### src/rtl/cpu_mode_loader.sv
// Front-panel loader for a small CPU. Debounced keys select IDLE / IN / CHECK / RUN.
// In IN mode, a step key writes the switch value to memory. In CHECK mode, a step key
// reads one word back to the display. In RUN mode the memory port is handed to the CPU.
module cpu_mode_loader #(
    parameter int ADDR_W = 8,
    parameter int DATA_W = 8
) (
    input  logic              clk,
    input  logic              rst,
    input  logic              key_in,
    input  logic              key_check,
    input  logic              key_run,
    input  logic              key_step,
    input  logic [DATA_W-1:0] sw_data,
    input  logic [DATA_W-1:0] mem_rdata,
    output logic [1:0]        cpustate,
    output logic [ADDR_W-1:0] mem_addr,
    output logic [DATA_W-1:0] mem_wdata,
    output logic              mem_we,
    output logic              mem_re,
    output logic              mem_sel,
    output logic [DATA_W-1:0] disp_data
);

    typedef enum logic [1:0] {
        IDLE  = 2'b00,
        IN_M  = 2'b01,
        CHECK = 2'b10,
        RUN   = 2'b11
    } state_t;

    state_t            state, state_n;
    logic [ADDR_W-1:0] addr_n;
    logic [DATA_W-1:0] wdata_n;
    logic              we_n, re_n;

    // Key pipeline: bit 0 = in, 1 = check, 2 = run, 3 = step
    logic [3:0] key_p0, key_p1, key_p2;
    logic [3:0] key_ev;
    logic       re_p1;

    // Two-flop synchronizer followed by a delay flop used for rising-edge detection
    always_ff @(posedge clk or negedge rst) begin
        if (!rst) begin
            key_p0 <= '0;
            key_p1 <= '0;
            key_p2 <= '0;
        end else begin
            key_p0 <= {key_step, key_run, key_check, key_in};
            key_p1 <= key_p0;
            key_p2 <= key_p1;
        end
    end

    assign key_ev = key_p1 & ~key_p2;

    // Mode, address and memory-strobe registers
    always_ff @(posedge clk or negedge rst) begin
        if (!rst) begin
            state     <= IDLE;
            mem_addr  <= '0;
            mem_wdata <= '0;
            mem_we    <= 1'b0;
            mem_re    <= 1'b0;
            re_p1     <= 1'b0;
            disp_data <= '0;
        end else begin
            state     <= state_n;
            mem_addr  <= addr_n;
            mem_wdata <= wdata_n;
            mem_we    <= we_n;
            mem_re    <= re_n;
            re_p1     <= mem_re;
            // Read data is valid one cycle after the memory has sampled mem_re
            if (re_p1) begin
                disp_data <= mem_rdata;
            end
        end
    end

    // Next-state logic: mode keys have priority over step, and in > check > run
    always_comb begin
        state_n = state;
        addr_n  = mem_addr;
        wdata_n = mem_wdata;
        we_n    = 1'b0;
        re_n    = 1'b0;
        // A strobe that was high this cycle ends now and advances the address
        if (mem_we || mem_re) begin
            addr_n = mem_addr + ADDR_W'(1);
        end
        if (key_ev[0]) begin
            state_n = IN_M;
            addr_n  = '0;
        end else if (key_ev[1]) begin
            state_n = CHECK;
            addr_n  = '0;
        end else if (key_ev[2]) begin
            // RUN keeps the address where it is, even over a pending increment
            state_n = RUN;
            addr_n  = mem_addr;
        end else if (key_ev[3] && !mem_we && !mem_re) begin
            if (state == IN_M) begin
                we_n    = 1'b1;
                wdata_n = sw_data;
            end else if (state == CHECK) begin
                re_n = 1'b1;
            end
        end
    end

    assign cpustate = state;
    assign mem_sel  = (state != RUN);

endmodule

### config.mk
export PLATFORM = sky130hd
export DESIGN_NAME = cpu_mode_loader
export DESIGN_NICKNAME = d
export VERILOG_FILES = /design/src/rtl/cpu_mode_loader.sv
export SDC_FILE = /design/constraint.sdc
export NUM_CORES = 1
export LEC_CHECK = 0
export BUFFER_PORTS_ARGS = -buffer_cell sky130_fd_sc_hd__buf_2
export CORE_MARGIN = 2
export CORE_UTILIZATION = 34
export DETAILED_ROUTE_END_ITERATION = 10
export GPL_ROUTABILITY_DRIVEN = 0
export PLACE_DENSITY = 0.65
export SLEW_MARGIN = 20
export SYNTH_ARGS = -nofsm -noshare
export SYNTH_HDL_FRONTEND = slang
export SYNTH_SLANG_ARGS = --single-unit
### constraint.sdc
create_clock -name clk -period 3.06 [get_ports clk]
set_clock_uncertainty 0.15 [all_clocks]
set_input_delay 0.459 -clock clk [delete_from_list [all_inputs] [get_ports clk]]
set_output_delay 0.459 -clock clk [all_outputs]
set_load 0.01 [all_outputs]
* Yosys cells after proc, flatten, opt, wreduce, memory -nomap -nowiden *
Index checks and enable logic that the tools add are counted.

storage, ports and cells
  register bits = 41
  bits in latches = 0
  memory bits (writable) = 0
  ROM bits = 0
  input bits = 22
  output and inout bits = 29
  word-level logic and storage cells = 47
  memories kept = 0

operators by class
  add/subtract/negate cells = 1
  $mul = 0
  divide/modulo/power cells = 0
  magnitude comparators = 0
  equal/unequal tests = 4
  shifts and indexed selects = 0
  multiplexer cells = 18
  bitwise operators = 5
  reductions and logical operators = 9

operators by type and width
  cell                                                 number
  2-to-1 mux 8 bit                                     4
  2-to-1 mux 1 bit                                     11
  adder 8 x 1 -> 8 bit, second input constant          1
  2-to-1 mux 2 bit                                     3
  nonzero test 3 bit                                   2
  AND reduction 5 bit                                  1
  AND 4 bit                                            1
  NOT 4 bit                                            1
  != test 3 bit, second input constant                 1
  NOT 1 bit                                            3
  equality test 2 x 1 -> 1 bit, second input constant  1
  equality test 2 bit, second input constant           1
  logical AND 1 bit                                    2
  logical NOT 1 bit                                    2
  != test 2 bit, second input constant                 1
  AND reduction 2 bit                                  1
  logical OR 1 bit                                     1

* Logic depth before layout (Yosys ltp) *
Gate-level depths: netlist (run 1).

  depth in word-level cells = 8
  gate-level depth with buffers = 6

* Worst setup path before layout (run 1) *
No wires, ideal clock.

  kind = register -> register
  start = register mem_re
  end = register mem_wdata[1]
  arrival = 1455 ps
  required time = 2785 ps
  slack = 1330 ps
  stages on the path, launching flop included = 5
  path buffers = 1
  period minus slack after synthesis = 1730 ps
  cell sequence = dfrtp_1 nor4b_1 and4_1 buf_2 mux2_2

on the way
  longest elaborated chain between the ends = 3

ends and longest elaborated chain
  what                           RTL line  text
  start, declared                20        output logic mem_re,
  start signal, assigned         72        mem_re <= re_n;
  logical NOT 1 bit              102       end else if (key_ev[3] && !mem_we && !mem_re) begin
  logical AND 1 bit              102
  AND reduction 5 bit (no line)  n/a
  end signal, assigned           70        mem_wdata <= wdata_n;
  end, declared                  18        output logic [DATA_W-1:0] mem_wdata,

Every way passes these cells.
A chain may end at the register's enable or synchronous reset.

* Worst setup path in the final report (run 1) *
  start = register mem_re
  end = register mem_wdata[5]

The elaborated chain is that of the path after synthesis.

==> qor.yml, run 1 <==
syn_nets: 129
clock_sinks: 41
syn_to_final_growth_pct: 24.8
multi_input_area_um2: 463
setup_tns_ns: 0
dieArea_um2: 5000
rsz0062_at_grt: "no"
crit_path_end_kind: "register"
cts_setup_buffers: 0
fmax_mhz: 531
seq_area_um2: 1030
antenna_found_initial: 0
pwr-share-seq: 0.546
worstSetupPathType: "register to register"
final-max-slew-violation-count: 0
wl_mm: 2.82
netlist_area_um2: 1510
portBuffers: 50
status: "finished clean"
p_leak_nw: 0.931
yosysTopAreaCell: "dfrtp_1"
synth_ff_type: "dfrtp_1"
n_antenna_cell: 0
worstPathRequired_ns: 3.09
via_per_inst: 4.77
power_density_nw_per_um2: 643
yosysWarnings: 0
syn_inst: 106
grt_pass1_wl_mm: 4.85
grt_pass1_vias: 1051
drt_pass1_iterations: 2
core_area_um2: 4320
fp.dieH_um: 70.7
numCtsBuffers: 5
dpl.hpwl_mm: 2.09
holdPathStages: 1
hold_violations: 0
reg2reg_depth: 3
synth_top_cell_area_share: 0.678
min_path_type: "input pin to register"
rows: 24
post-route-min-period_ns: 1.88
io_pins: 51
yosysMostFrequentCell: "dfrtp_1"
insertion_delay_ns: 0.29
fp.dieW_um: 70.7
ys_types: 26
switching_share: 0.262
synth_edf_count: 0
nFillCells: 423
first_iter_violations: 22
cts.clk_slew.worst_paths_ns: 0.07
h-tree-depth: 2
post_dp_cell_area_um2: 1800
p_switching_uw: 318
p_comb_frac: 0.180
p_clk_frac: 0.274
cts-resized-gates: 0
synthTopCellsByCount: "dfrtp_1, mux2_2, nor2_1"
post-route-period-util: 0.616
drc: 0
ys_ff_latch: 41
synth.avg_cell_area_um2: 14.3
vias: 1012
finalSetupViolations: 0
synth-seq-area-share: 0.678
cts_tree: "built"
relSlewSlack: 0.421
cts_root_buf: "clkbuf_8"
async_reset_ff_frac: 1.00
grt_usage: 0.125
internal_power_uw: 896
clockBufferDepth: 2
arrival_ns: 1.91
ant_nets: 0
drv_cap: 0
drive_above_1_share: 0.450
synth_area_leaders: "dfrtp_1, mux2_2, xnor2_1"
worstSetupStartpointType: "register"
tightest_slew_ns: 0.869
cp_max_fo: 9
fin_area_um2: 1890
wl_per_cell_um: 13.3
initial_core_util: 0.350
layout.nets: 182
hold_buffers: 0
grt_start_max_net_pins: 42
grt_overflow: 0
ir_worst_vdd_v: 0.000358
[layer usage]
layer	GRT usage	part of all wire
met1	0.155	0.42
met2	0.200	0.49
met3	0.0541	0.076
met4	0.0377	0.013
met5	0	0
[worst paths after layout]
| check | to | slack [ns] | startpoint |
|---|---|---|---|
| worst max register to register | mem_wdata[5]$_DFFE_PN0P_ | 1.18 | mem_re$_DFF_PN0_ |
| worst min register to register | key_p1[2]$_DFF_PN0_ | 0.20 | key_p0[2]$_DFF_PN0_ |
| min in group asynchronous | key_p0[3]$_DFF_PN0_ | 0.13 | rst |
| worst max-delay path | mem_wdata[5]$_DFFE_PN0P_ | 1.18 | mem_re$_DFF_PN0_ |
| max in group asynchronous | mem_addr[4]$_DFFE_PN0P_ | 2.09 | rst |
| worst min-delay path | key_p0[2]$_DFF_PN0_ | 0.12 | key_run |
[placed cells by master, fill, tap and decap left out, types with 2 or more instances in the layout]
| cell | count |
|---|---|
| nand2_1 | 5 |
| clkbuf_8 | 5 |
| buf_2 | 50 |
| mux2_2 | 14 |
| nor2_1 | 11 |
| a21oi_1 | 2 |
| clkbuf_1 | 2 |
| nor2b_1 | 2 |
| dfrtp_1 | 41 |
| mux2_1 | 2 |
| xnor2_1 | 6 |
| nor3_1 | 2 |
| nand3_1 | 2 |
| and4_1 | 3 |
[critical path, stage by stage (launching register included)]
cell     delay [ns]
dfrtp_1        0.40
nor4b_1        0.34
and4_1         0.49
mux2_2         0.38
[area by class of cell]
type	instances	share of cell area
timing repair buffer	50	0.133
multi-input combinational	61	0.245
clock buffer	7	0.0404
sequential	41	0.543
clock inverter	1	0.00398
tap	52	0.0345
[flip-flops by register name (all words and copies together), names as in the netlist]
signal     flops
cpustate       2
disp_data      8
key_p0         4
key_p1         4
key_p2         4
mem_addr       8
mem_re         1
mem_wdata      8
mem_we         1
re_p1          1
[metrics by stage]
step,utilization,std cells,total power [mW],setup WS [ns],hold WS [ns]
2_1_floorplan,-,106,0.782,1.33,0.0134
3_3_place_gp,0.417,204,0.883,1.22,0.183
3_5_place_dp,0.417,204,0.898,1.18,0.186
4_1_cts,0.437,212,1.24,1.17,0.109
5_1_grt,0.437,212,1.29,1.02,0.102
6_report,0.437,212,1.21,1.18,0.120
[cell families after synthesis]
| group | share of synthesized area |
|---|---|
| AOI/OAI and AO/OA | 0.0199 |
| adders and majority gates | 0.00827 |
| xor gates and xnor gates | 0.0347 |
| buffers and inverters | 0.0157 |
| and+or+nand+nor | 0.124 |
| muxes | 0.119 |
| DFF | 0.678 |
[power groups by stage]
stage	clock, mW	sequential [mW]	combinational, mW
2_1_floorplan	0	0.706	0.0767
6_report	0.333	0.663	0.219
5_1_grt	0.376	0.677	0.240
4_1_cts	0.348	0.665	0.224
3_3_place_gp	0	0.667	0.216
3_5_place_dp	0	0.673	0.224
(Power assumes the default switching activity.)
==> run 2: changes to the inputs <==
--- a/config.mk
+++ b/config.mk
@@ -10,7 +10,7 @@
 export CORE_UTILIZATION = 34
 export DETAILED_ROUTE_END_ITERATION = 10
 export GPL_ROUTABILITY_DRIVEN = 0
-export PLACE_DENSITY = 0.65
+export PLACE_DENSITY = 0.67
 export SLEW_MARGIN = 20
 export SYNTH_ARGS = -nofsm -noshare
 export SYNTH_HDL_FRONTEND = slang
==> constraint.sdc (replaced) <==
create_clock -name clk -period 1.6 [get_ports clk]
set_clock_uncertainty 0.15 [all_clocks]
set_input_delay 0.24 -clock clk [delete_from_list [all_inputs] [get_ports clk]]
set_output_delay 0.24 -clock clk [all_outputs]
set_load 0.01 [all_outputs]
==> run 2 against run 1 <==
Effect of this change:
- fmax increased by 13%
- critical path depth increased by 1
- wire length increased by 8.0%
- the run now ends with setup timing left
- sequential cell count unchanged
==> qor.yml, run 2 (same netlist as run 1, synthesis figures left out) <==
finalSetupViolations: 9  # was 0
dpl.hpwl_mm: 2.18  # was 2.09 mm
wl_mm: 3.05  # was 2.82 mm
status: "finished with violations"  # was finished clean
fin_util: 0.488  # was 0.437
post-route-min-period_ns: 1.67  # was 1.88 ns
hold_violations: 0  # unchanged
fmax_mhz: 600  # was 531 MHz
worstSetupPathType: "register to register"  # unchanged
rsz0062_at_grt: "yes"  # was no
dp_slack_ns: -0.0877  # was 1.18 ns
cts_setup_buffers: 0  # unchanged
grt_pass1_vias: 1068  # was 1051
dp_cells: 213  # was 204
initial_core_util: 0.350  # unchanged
final_cells: 227  # was 212
n_antenna_cell: 0  # unchanged
cts_tree: "built"  # unchanged
grt_overflow: 0  # unchanged
clock_sinks: 41  # unchanged
final-max-slew-violation-count: 0  # unchanged
ant_nets: 0  # unchanged
layout.nets: 197  # was 182
worstSetupStartpointType: "register"  # unchanged
fin_hold_ws_ns: 0.0312  # was 0.120 ns
vias: 1049  # was 1012
min_path_type: "input pin to register"  # unchanged
worstPathRequired_ns: 1.62  # was 3.09 ns
drv_cap: 0  # unchanged
first_iter_violations: 43  # was 22
layout_common_cells: "buf_2, dfrtp_1, nor2_1"  # was buf_2, dfrtp_1, mux2_2, nor2_1, xnor2_1
numCtsBuffers: 5  # unchanged
drt_pass1_iterations: 4  # was 2
drc: 0  # unchanged
wl_per_cell_um: 13.4  # was 13.3 um
p_comb_frac: 0.198  # was 0.180
violations: "setup timing"
grt_pass1_wl_mm: 5.04  # was 4.85 mm
fp.dieW_um: 70.7  # unchanged
relSlewSlack: 0.660  # was 0.421
io_pins: 51  # unchanged
rows: 24  # unchanged
grt_usage: 0.132  # was 0.125
setup_ws_ns: -0.0671  # was 1.18 ns
tightest_slew_ns: 0.509  # was 0.869 ns
core_area_um2: 4320  # unchanged
arrival_ns: 1.69  # was 1.91 ns
largestRegisters: "disp_data x8, mem_addr x8, mem_wdata x8"  # unchanged
fp.dieH_um: 70.7  # unchanged
crit_path_end_kind: "register"  # unchanged
power_density_nw_per_um2: 1180  # was 643 nW/um^2
syn_to_final_growth_pct: 39.6  # was 24.8%
drive_above_1_share: 0.531  # was 0.450
internal_power_mw: 1.86  # was 896 uW
grt_start_max_net_pins: 42  # unchanged
p_leak_nw: 1.06  # was 0.931 nW
layout_commonest_cell: "buf_2"  # unchanged
switching_share: 0.253  # was 0.262
clockBufferDepth: 2  # unchanged
dieArea_um2: 5000  # unchanged
post-route-period-util: 1.04  # was 0.616
via_per_inst: 4.62  # was 4.77
insertion_delay_ns: 0.29  # about the same
ir_worst_vdd_v: 0.000734  # was 0.000358 V
cts_root_buf: "clkbuf_8"  # unchanged
h-tree-depth: 2  # unchanged
p_switching_uw: 632  # was 318 uW
antenna_found_initial: 0  # unchanged
pwr-share-seq: 0.511  # was 0.546
portBuffers: 50  # unchanged
cp_max_fo: 5  # was 9
cts.clk_slew.worst_paths_ns: 0.07  # about the same
p_clk_frac: 0.291  # was 0.274
==> run 2: cell count changes in the layout (fill, tap and decap cells not counted), sizes merged <==
cell,previous run,this run
clkinv,0,1
dlygate4sd3,0,5
buf,50,60
clkinvlp,1,0
==> run 2: critical path, cell delays in order (launching register included) <==
cell and delay, ns:
dfrtp_1 0.40, nor4b_4 0.29, and4_4 0.28, buf_6 0.14, mux2_4 0.30
==> run 2: metrics by stage <==
stage	total power [mW]	TNS, ns	area, um^2
final	2.50	-0.499	2110
after global routing	2.65	-1.07	2110
after CTS	2.50	-0.726	2060
after detailed placement	1.74	-0.611	1900
after global placement	1.71	-0.0269	1900
after floorplan	1.51	-0.0876	1560
==> run 2: final cells by class <==
cell class,count,area [um^2]
Multi-Input combinational cell,61,537
Timing Repair Buffer,65,383
Tap cell,52,65.1
Clock inverter,1,5.00
Fill cell,399,2210
Sequential cell,41,1030
Clock buffer,7,96.3
==> run 2: worst paths after layout <==
path	from	end	slack, ns	depth (start not counted)
max in group asynchronous	rst	disp_data[0]$_DFFE_PN0P_	0.56	3
worst min-delay path	mem_rdata[5]	disp_data[5]$_DFFE_PN0P_	0.03	2
worst max-delay path	key_p2[3]$_DFF_PN0_	mem_wdata[4]$_DFFE_PN0P_	-0.07	4
worst min register to register	key_p0[2]$_DFF_PN0_	key_p1[2]$_DFF_PN0_	0.20	0
worst max register to register	key_p2[3]$_DFF_PN0_	mem_wdata[4]$_DFFE_PN0P_	-0.07	4
min in group asynchronous	rst	key_p2[1]$_DFF_PN0_	0.38	3
==> run 2: routing by layer <==
metal / up-vias / GRT usage / routed length [um]
li1: 498 / - / -
met1: 509 / 0.158 / 1250
met2: 40 / 0.212 / 1530
met3: 2 / 0.0584 / 245
met4: 0 / 0.0461 / 23
met5: - / 0 / 0
==> run 2: power by group through the flow <==
stage                     clock network [mW]  registers [mW]  logic (mW)
after global routing                   0.805            1.30       0.539
after global placement                     0            1.28       0.432
after floorplan                            0            1.35       0.155
after detailed placement                   0            1.29       0.448
after CTS                              0.765            1.27       0.462
final                                  0.726            1.28       0.495
==> run 2: timing repair <==
item | CTS | global route
pin swaps | 2 | 2
gates cloned | 0 | 1
hold buffers | 5 | 0
hold endpoints to repair | 45 | 0
setup endpoints to repair | 9 | 9
resized for setup | 2 | 12
==> run 3: changes to the inputs <==
--- a/config.mk
+++ b/config.mk
@@ -7,10 +7,10 @@
 export LEC_CHECK = 0
 export BUFFER_PORTS_ARGS = -buffer_cell sky130_fd_sc_hd__buf_2
 export CORE_MARGIN = 2
-export CORE_UTILIZATION = 34
+export CORE_UTILIZATION = 44
 export DETAILED_ROUTE_END_ITERATION = 10
 export GPL_ROUTABILITY_DRIVEN = 0
-export PLACE_DENSITY = 0.67
+export PLACE_DENSITY = 0.81
 export SLEW_MARGIN = 20
 export SYNTH_ARGS = -nofsm -noshare
 export SYNTH_HDL_FRONTEND = slang
==> run 3 against run 2 <==
Effect of this change:
- the run still ends with setup timing left
- sequential power hardly changed
- power fell by 4.3%
- via count is 9.8% higher
- core utilization is 19 points higher
- largest cell class unchanged
- highest routed layer unchanged
- clock power decreased by 22%
- largest power group unchanged
- final area grew 7.0%
- critical path depth stayed put
==> qor.yml, run 3 (same netlist as run 1, synthesis figures left out) <==
cts.clk_slew.worst_paths_ns: 0.10  # was 0.07 ns
finalSetupViolations: 9  # unchanged
insertion_delay_ns: 0.35  # was 0.29 ns
drv_cap: 0  # unchanged
cp_max_fo: 5  # unchanged
syn_to_final_growth_pct: 49.5  # was 39.6%
h-tree-depth: 2  # unchanged
drc: 0  # unchanged
core_area_um2: 3310  # was 4320 um^2
grt_pass1_vias: 1208  # was 1068
ant_nets: 0  # unchanged
cts_root_buf: "clkbuf_4"  # was clkbuf_8
largestRegisters: "disp_data x8, mem_addr x8, mem_wdata x8"  # unchanged
dieArea_um2: 3920  # was 5000 um^2
post-route-min-period_ns: 1.70  # was 1.67 ns
fmax_mhz: 589  # was 600 MHz
dpl.hpwl_mm: 2.11  # was 2.18 mm
n_antenna_cell: 0  # unchanged
via_per_inst: 4.84  # was 4.62
p_leak_nw: 1.12  # was 1.06 nW
holdPathStages: 0  # was 2
io_pins: 51  # unchanged
tightest_slew_ns: 0.494  # was 0.509 ns
wl_per_cell_um: 14.3  # was 13.4 um
antenna_found_initial: 0  # unchanged
grt_start_max_net_pins: 42  # unchanged
p_comb_frac: 0.226  # was 0.198
vias: 1152  # was 1049
internal_power_mw: 1.76  # was 1.86 mW
status: "finished with violations"  # unchanged
ir_worst_vdd_v: 0.000805  # was 0.000734 V
grt_overflow: 0  # unchanged
fin_util: 0.683  # was 0.488
switching_share: 0.265  # was 0.253
wl_mm: 3.41  # was 3.05 mm
seq_area_um2: 1030  # unchanged
power_density_nw_per_um2: 1060  # was 1180 nW/um^2
post-route-period-util: 1.06  # was 1.04
p_clk_frac: 0.238  # was 0.291
p_switching_uw: 633  # was 632 uW
clockBufferDepth: 2  # unchanged
initial_core_util: 0.457  # was 0.350
layout_common_cells: "buf_2, dfrtp_1, dlygate4sd3_1, nor2_1"  # was buf_2, dfrtp_1, nor2_1
final-max-slew-violation-count: 0  # unchanged
rsz0062_at_grt: "yes"  # unchanged
layout_commonest_cell: "buf_2"  # unchanged
hold_violations: 0  # unchanged
fp.dieW_um: 62.6  # was 70.7 um
nFillCells: 246  # was 399
fp.dieH_um: 62.6  # was 70.7 um
pwr-share-seq: 0.536  # was 0.511
violations: "setup timing"  # unchanged
crit_path_end_kind: "register"  # unchanged
worstPathRequired_ns: 1.68  # was 1.62 ns
setup_tns_ns: -0.738  # was -0.499 ns
first_iter_violations: 23  # was 43
multi_input_area_um2: 553  # was 537 um^2
fin_hold_ws_ns: 0.212  # was 0.0312 ns
clock_sinks: 41  # unchanged
relSlewSlack: 0.671  # was 0.660
arrival_ns: 1.78  # was 1.69 ns
grt_pass1_wl_mm: 5.49  # was 5.04 mm
min_path_type: "register to register"  # was input pin to register
drive_above_1_share: 0.505  # was 0.531
layout.nets: 214  # was 197
grt_usage: 0.179  # was 0.132
cts_tree: "built"  # unchanged
reg2reg_depth: 4  # unchanged
worstSetupStartpointType: "register"  # unchanged
setup_ws_ns: -0.0990  # was -0.0671 ns
p_total_mw: 2.39  # was 2.50 mW
numCtsBuffers: 5  # unchanged
drt_pass1_iterations: 4  # unchanged
portBuffers: 50  # unchanged
rows: 21  # was 24
worstSetupPathType: "register to register"  # unchanged
run 3: per-layer routing:
layer | wire, um | vias to the layer above | GRT usage
li1 | - | 531 | -
met1 | 1300 | 573 | 0.196
met2 | 1880 | 43 | 0.329
met3 | 197 | 5 | 0.0559
met4 | 35 | 0 | 0.0556
met5 | 0 | - | 0
run 3: power by group through the flow:
stage	Clock [mW]	Sequential, mW	Combinational, mW
6_report	0.567	1.28	0.541
5_1_grt	0.636	1.30	0.583
4_1_cts	0.581	1.27	0.485
3_5_place_dp	0	1.29	0.445
3_3_place_gp	0	1.28	0.429
2_1_floorplan	0	1.35	0.155
run 3: what timing repair did:
item / 4_1_cts / 5_1_grt
endpoints found under the hold margin: 61 / 0
cloned: 0 / 1
endpoints found under the setup margin: 9 / 10
resized for setup: 2 / 17
buffers inserted: 0 / 1
pin swaps: 2 / 2
hold buffers: 21 / 0
run 3: stage by stage:
| step | instance area [um^2] | setup slack [ns] | instances |
|---|---|---|---|
| 4_1_cts | 2180 | -0.112 | 236 |
| 6_report | 2260 | -0.0990 | 238 |
| 3_3_place_gp | 1890 | -0.00663 | 207 |
| 5_1_grt | 2260 | -0.164 | 238 |
| 2_1_floorplan | 1560 | -0.0130 | 106 |
| 3_5_place_dp | 1890 | -0.0818 | 207 |
run 3: path summary, 6_finish.rpt:
| kind | from | endpoint | slack (ns) |
|---|---|---|---|
| max | key_p2[3]$_DFF_PN0_ | mem_wdata[4]$_DFFE_PN0P_ | -0.1 |
| min | key_p0[1]$_DFF_PN0_ | key_p1[1]$_DFF_PN0_ | 0.21 |
| max reg2reg | key_p2[3]$_DFF_PN0_ | mem_wdata[4]$_DFFE_PN0P_ | -0.1 |
| min reg2reg | key_p0[1]$_DFF_PN0_ | key_p1[1]$_DFF_PN0_ | 0.21 |
| max in group asynchronous | rst | key_p1[2]$_DFF_PN0_ | 0.63 |
| min in group asynchronous | rst | disp_data[3]$_DFFE_PN0P_ | 0.32 |
run 3: worst max-delay path: stages, from the launching register on:
cell     delay (ns)
dfrtp_1        0.42
nor4b_4        0.30
and4_4         0.28
buf_6          0.13
mux2_4         0.31
run 3: area by class of cell:
cell class	count	share of cell area
flip-flops and latches	41	0.454
repair buffers	82	0.245
clock buffers	7	0.0288
clock inverters	1	0.00221
well taps	46	0.0255
multi-input cells	61	0.245
